[config.mk]
export PLATFORM = sky130hd
export DESIGN_NAME = sync_filter_bank
export DESIGN_NICKNAME = d
export VERILOG_FILES = /design/src/rtl/sync_filter_bank.sv
export SDC_FILE = /design/constraint.sdc
export NUM_CORES = 1
export LEC_CHECK = 0
export CAP_MARGIN = 20
export CORE_UTILIZATION = 48
export DETAILED_ROUTE_END_ITERATION = 8
export GPL_TIMING_DRIVEN = 0
export PLACE_DENSITY = 0.85
export SYNTH_ARGS = -nofsm -noshare
export SYNTH_HDL_FRONTEND = slang
export SYNTH_SLANG_ARGS = --single-unit
[constraint.sdc]
create_clock -name clk -period 2.5 [get_ports clk]
set_clock_uncertainty 0.2 [all_clocks]
set_input_delay 0.625 -clock clk [delete_from_list [all_inputs] [get_ports clk]]
set_output_delay 0.625 -clock clk [all_outputs]
set_load 0.1 [all_outputs]
[src/rtl/sync_filter_bank.sv]
`default_nettype none
// ============================================================================
//  Module   : sync_filter_bank
//  Purpose  : Bank of independent single-bit clock-domain-crossing
//             synchronizers, each followed by a debounce filter and an
//             edge detector.  A channel's filtered output only follows its
//             synchronized input after FILTER_CYCLES consecutive samples
//             that disagree with the current output.
//  Revision : 1.0 - initial release
// ----------------------------------------------------------------------------
//  Parameters
//    CHANNELS      - number of independent asynchronous inputs
//    SYNC_STAGE    - synchronizer depth per channel (>= 2)
//    FILTER_CYCLES - consecutive disagreeing samples needed to flip dout (>= 1)
//    RESET_VAL     - per-channel reset level of sync stages and dout
//  Ports
//    clk           - destination clock, rising edge
//    async_reset   - asynchronous active-high reset, synchronous release
//    din           - asynchronous level inputs
//    filter_bypass - 1: dout follows the synchronizer output every edge
//    dout          - synchronized, filtered level per channel
//    rise_pulse    - one-cycle pulse on a dout 0->1 transition
//    fall_pulse    - one-cycle pulse on a dout 1->0 transition
//    changed       - one-cycle pulse when any channel's dout changes
// ============================================================================
module sync_filter_bank #(
    parameter int                  CHANNELS      = 8,
    parameter int                  SYNC_STAGE    = 3,
    parameter int                  FILTER_CYCLES = 4,
    parameter logic [CHANNELS-1:0] RESET_VAL     = '0
) (
    input  logic                clk,
    input  logic                async_reset,
    input  logic [CHANNELS-1:0] din,
    input  logic                filter_bypass,
    output logic [CHANNELS-1:0] dout,
    output logic [CHANNELS-1:0] rise_pulse,
    output logic [CHANNELS-1:0] fall_pulse,
    output logic                changed
);

    // Guarded so an illegal FILTER_CYCLES reaches the elaboration error below
    // instead of tripping over a zero-width counter first.
    localparam int C_CNT_W = (FILTER_CYCLES < 1) ? 1 : $clog2(FILTER_CYCLES + 1);
    localparam logic [C_CNT_W-1:0] C_CNT_MAX = C_CNT_W'(FILTER_CYCLES - 1);

    generate
        if (SYNC_STAGE < 2) begin : g_bad_sync_stage
            $error("sync_filter_bank: SYNC_STAGE must be at least 2");
        end
        if (FILTER_CYCLES < 1) begin : g_bad_filter_cycles
            $error("sync_filter_bank: FILTER_CYCLES must be at least 1");
        end
    endgenerate

    // ------------------------------------------------------------------------
    // State
    // ------------------------------------------------------------------------
    // Bit 0 is the first (metastable-capturing) stage, bit SYNC_STAGE-1 the
    // last.  Nothing but wiring sits between stages.
    (* ASYNC_REG = "TRUE" *)
    logic [SYNC_STAGE-1:0] r_sync_q [CHANNELS];
    logic [SYNC_STAGE-1:0] w_sync_d [CHANNELS];

    logic [C_CNT_W-1:0]    r_cnt_q  [CHANNELS];
    logic [C_CNT_W-1:0]    w_cnt_d  [CHANNELS];

    logic [CHANNELS-1:0]   r_dout_q;
    logic [CHANNELS-1:0]   w_dout_d;
    logic [CHANNELS-1:0]   r_rise_q;
    logic [CHANNELS-1:0]   w_rise_d;
    logic [CHANNELS-1:0]   r_fall_q;
    logic [CHANNELS-1:0]   w_fall_d;
    logic                  r_changed_q;
    logic                  w_changed_d;

    logic [CHANNELS-1:0]   w_sync_out;

    generate
        for (genvar g = 0; g < CHANNELS; g++) begin : g_sync_out
            assign w_sync_out[g] = r_sync_q[g][SYNC_STAGE-1];
        end
    endgenerate

    // ------------------------------------------------------------------------
    // Next-state logic
    // ------------------------------------------------------------------------
    always_comb begin
        w_dout_d = r_dout_q;
        w_rise_d = '0;
        w_fall_d = '0;
        for (int i = 0; i < CHANNELS; i++) begin
            w_sync_d[i] = {r_sync_q[i][SYNC_STAGE-2:0], din[i]};
            w_cnt_d[i]  = r_cnt_q[i];

            if (filter_bypass) begin
                // Counter is parked at zero so leaving bypass starts a fresh
                // qualification window.
                w_cnt_d[i]  = '0;
                w_dout_d[i] = w_sync_out[i];
            end else if (w_sync_out[i] == r_dout_q[i]) begin
                // Input agrees with output again: any partial run was a glitch.
                w_cnt_d[i] = '0;
            end else if (r_cnt_q[i] == C_CNT_MAX) begin
                // This edge is the FILTER_CYCLES-th consecutive disagreement.
                w_cnt_d[i]  = '0;
                w_dout_d[i] = w_sync_out[i];
            end else begin
                w_cnt_d[i] = r_cnt_q[i] + C_CNT_W'(1);
            end

            // Pulses are derived from the dout transition itself so they are
            // registered on exactly the edge dout changes, in either mode.
            w_rise_d[i] =  w_dout_d[i] & ~r_dout_q[i];
            w_fall_d[i] = ~w_dout_d[i] &  r_dout_q[i];
        end
        w_changed_d = (|w_rise_d) | (|w_fall_d);
    end

    // ------------------------------------------------------------------------
    // Registers
    // ------------------------------------------------------------------------
    always_ff @(posedge clk or posedge async_reset) begin
        if (async_reset) begin
            for (int i = 0; i < CHANNELS; i++) begin
                r_sync_q[i] <= {SYNC_STAGE{RESET_VAL[i]}};
                r_cnt_q[i]  <= '0;
            end
            r_dout_q    <= RESET_VAL;
            r_rise_q    <= '0;
            r_fall_q    <= '0;
            r_changed_q <= 1'b0;
        end else begin
            for (int i = 0; i < CHANNELS; i++) begin
                r_sync_q[i] <= w_sync_d[i];
                r_cnt_q[i]  <= w_cnt_d[i];
            end
            r_dout_q    <= w_dout_d;
            r_rise_q    <= w_rise_d;
            r_fall_q    <= w_fall_d;
            r_changed_q <= w_changed_d;
        end
    end

    assign dout       = r_dout_q;
    assign rise_pulse = r_rise_q;
    assign fall_pulse = r_fall_q;
    assign changed    = r_changed_q;

endmodule
`default_nettype wire
==> flow_summary.yaml <==
status:
  status: "completed"
clocking:
  cts_root_buf: "clkbuf_8"
  cts_buffers: 9
  cts_buffer_depth: 2
  post-cts-setup-buffer-count: 0
  cts-htree-levels: 3
  cts_tree: "yes"
  clk_pin_slew_worst_paths_ns: 0.06
  clock_latency_ns: 0.34
  cts.sinks: 73
  ctsHoldBuffers: 0
sta:
  period_needed_ns: 2.45
  hold_violations: 0
  drv_slew: 0
  clock.fmax_ghz: 0.409
  tns_ns: 0
  relSlewSlack_pct: 35.6
  finalSetupViolations: 0
  worst_pin_slew_ns: 0.969
  rsz0062_at_grt: "false"
  final.period_utilization_pct: 97.8
die:
  start_util_pct: 50.9
  die_area_sq_um: 5820
  chipHeight_um: 76.3
  rows: 26
  coreArea_sq_um: 5200
  pin_count: 36
  die_x_um: 76.3
critical_path:
  r2r-start: "r_cnt_q[9]$_DFF_PP0_"
  cp_num_buf_inv: 1
  arrival_ns: 1.62
  critical_path.endpoint: "dout[0]"
  crit_family: "buffers and inverters"
  ff2ff_setup_slack_ns: 0.51
  critPathKind: "flip-flop to output pin"
  reg2reg_depth: 5
  required_ns: 1.67
  critPathMaxFanout: 4
  r2r-end: "changed$_DFF_PP0_"
  critPathCaptureType: "output pin"
  worst-path-stages: 1
  crit_slowest_cell: "dlygate4sd2_1"
  crit_path_max_incr_delay_ns: 0.88
  critPathLaunchType: "flip-flop"
  crit_path_start: "dout[0]$_DFF_PP0_"
  path_cells: "dlygate4sd2_1"
cells_and_area:
  stdcell_count: 321
  fin_nets: 268
  drive_gt1_share_pct: 11.2
  n_antenna_cell: 0
  postLayoutCoreUtil_pct: 62.0
  area_growth_pct: 21.9
  final_cell_area_sq_um: 3230
  nFillCells: 429
route:
  wl_per_cell_um: 12.5
  drt_iter0_markers: 71
  num_vias: 1544
  ant_nets: 0
  wl_um: 4010
  drc: 0
  via_per_inst: 4.81
  drtPass1Iterations: 4
power_and_ir_drop:
  p_seq_share_pct: 52.5
  clkPwrFrac_pct: 30.3
  p_switching_mw: 0.713
  p_per_area_nw_per_um2: 753
  peakVddDrop_mv: 0.440
  power_frac_comb_pct: 17.2
  power_leakage_nw: 1.73
  p_int_mw: 1.72
  p_sw_share_pct: 29.3
flow_run:
  maxCapViolCount: 0
synthesis:
  seq_area_frac_synth_pct: 69.0
  synth-seq-cells: 73
  syn_area_per_cell_sq_um: 13.1
  syn_nets: 221
  synthDistinctLibCells: 27
  netlist_area_sq_um: 2650
  syn_inst: 202
  yosys_warnings: 0
global_route:
  globalRouteMet3Util_pct: 5.63
  busiest_layer: "met2"
  grt_use_met2_pct: 25.2
  overflow: 0
  grt_pass1_vias: 1609
  use_met1_pct: 19.8
  grt_max_degree: 47
  grt_pass1_wl_um: 7090
  track_usage_pct: 16.5
  grt_antenna_before_repair: 0
place:
  io_buffers: 35
  place_area_sq_um: 3110
  gp_congestion: 0.776
  dp_cells: 308
  dp_hpwl_um: 2840
min_path:
  hold_class: "flip-flop to flip-flop"
cells by family after synthesis:
group,synth area share (%)
buf+inv,3.36
mux,3.40
compound gates,4.68
flops,69.0
fa+ha+maj,3.78
simple gates,15.8
power groups by stage:
stage          logic (mW)  registers [mW]  clock network (mW)
6_report            0.419            1.28               0.735
5_1_grt             0.445            1.29               0.800
4_1_cts             0.422            1.28               0.763
3_5_place_dp        0.442            1.30                   0
3_3_place_gp        0.431            1.30                   0
2_1_floorplan       0.117            1.51                   0
routing by layer:
| metal | vias to the layer above | routed length (um) |
|---|---|---|
| met5 | - | 0 |
| met4 | 0 | 109 |
| met3 | 11 | 181 |
| met2 | 38 | 1860 |
| met1 | 741 | 1860 |
| li1 | 754 | - |
registers in the layout, indices dropped and copies added (netlist names):
| name | count |
|---|---|
| r_sync_q | 24 |
| rise_pulse | 8 |
| r_cnt_q | 24 |
| fall_pulse | 8 |
| changed | 1 |
| dout | 8 |
layout make-up:
type	instances	area (sq um)	area share, %
clock buffers	12	145	4.50
flip-flops and latches	73	1830	56.6
repair buffers	36	339	10.5
plain buffers	3	21.3	0.659
well taps	70	87.6	2.71
inverters	18	71.3	2.21
multi-input cells	108	732	22.7
clock inverters	1	5.00	0.155
placed cells by master, fill, tap and decap left out, drive strengths merged, types with 2 or more instances in the layout:
master,count
clkdlybuf4s50,10
o2111ai,2
nor2b,14
and2b,4
or2,5
nor4bb,3
inv,17
nand2,5
and3,7
ha,8
dfrtp,73
nand4,2
clkbuf,12
o21ai,10
nand2b,6
o21bai,4
nor3,3
nor3b,3
mux2,8
nor2,20
a21o,3
dlygate4sd2,25
buf,4
worst min-delay path by stage:
stage	from	endpoint	slack (ns)	cells past startpoint
after CTS	r_sync_q[7]$_DFF_PP0_	r_sync_q[8]$_DFF_PP0_	0.15	0
after floorplan	r_sync_q[9]$_DFF_PP0_	r_sync_q[10]$_DFF_PP0_	0.13	0
final	r_sync_q[7]$_DFF_PP0_	r_sync_q[8]$_DFF_PP0_	0.15	0
after global placement	r_sync_q[6]$_DFF_PP0_	r_sync_q[7]$_DFF_PP0_	0.13	0
after detailed placement	r_sync_q[19]$_DFF_PP0_	r_sync_q[20]$_DFF_PP0_	0.14	0
after global routing	r_sync_q[19]$_DFF_PP0_	r_sync_q[20]$_DFF_PP0_	0.15	0
synth_stat cells (all sizes together):
| master | number | area share (%) |
|---|---|---|
| o2111ai | 2 | 0.66 |
| o21ai | 10 | 1.9 |
| nor2 | 20 | 2.9 |
| buf | 3 | 0.80 |
| nor3b | 3 | 0.85 |
| nor2b | 14 | 3.3 |
| and2b | 4 | 1.2 |
| mux2 | 8 | 3.4 |
| or2 | 5 | 1.2 |
| nand4 | 2 | 0.47 |
| dfrtp | 73 | 69 |
| or4 | 1 | 0.28 |
| a21o | 3 | 0.85 |
| nand2 | 5 | 0.71 |
| ha | 8 | 3.8 |
| nor3 | 3 | 0.57 |
| nor4bb | 3 | 1.1 |
| o21bai | 4 | 1.3 |
| and3 | 7 | 1.7 |
| nand2b | 6 | 1.4 |
| inv | 18 | 2.6 |
what timing repair did:
item	4_1_cts	5_1_grt
gates resized for setup	25	0
endpoints found under the hold margin	0	0
setup endpoints to repair	25	0
per-stage QoR:
step                      hold WS, ns  total power [mW]  setup WS [ns]
final                           0.147              2.43         0.0548
after floorplan                 0.131              1.63          0.319
after global routing            0.153              2.53         0.0104
after global placement          0.133              1.73        -0.0303
after detailed placement        0.136              1.74        -0.0560
after CTS                       0.150              2.46         0.0391
(Power assumes the default switching activity.)
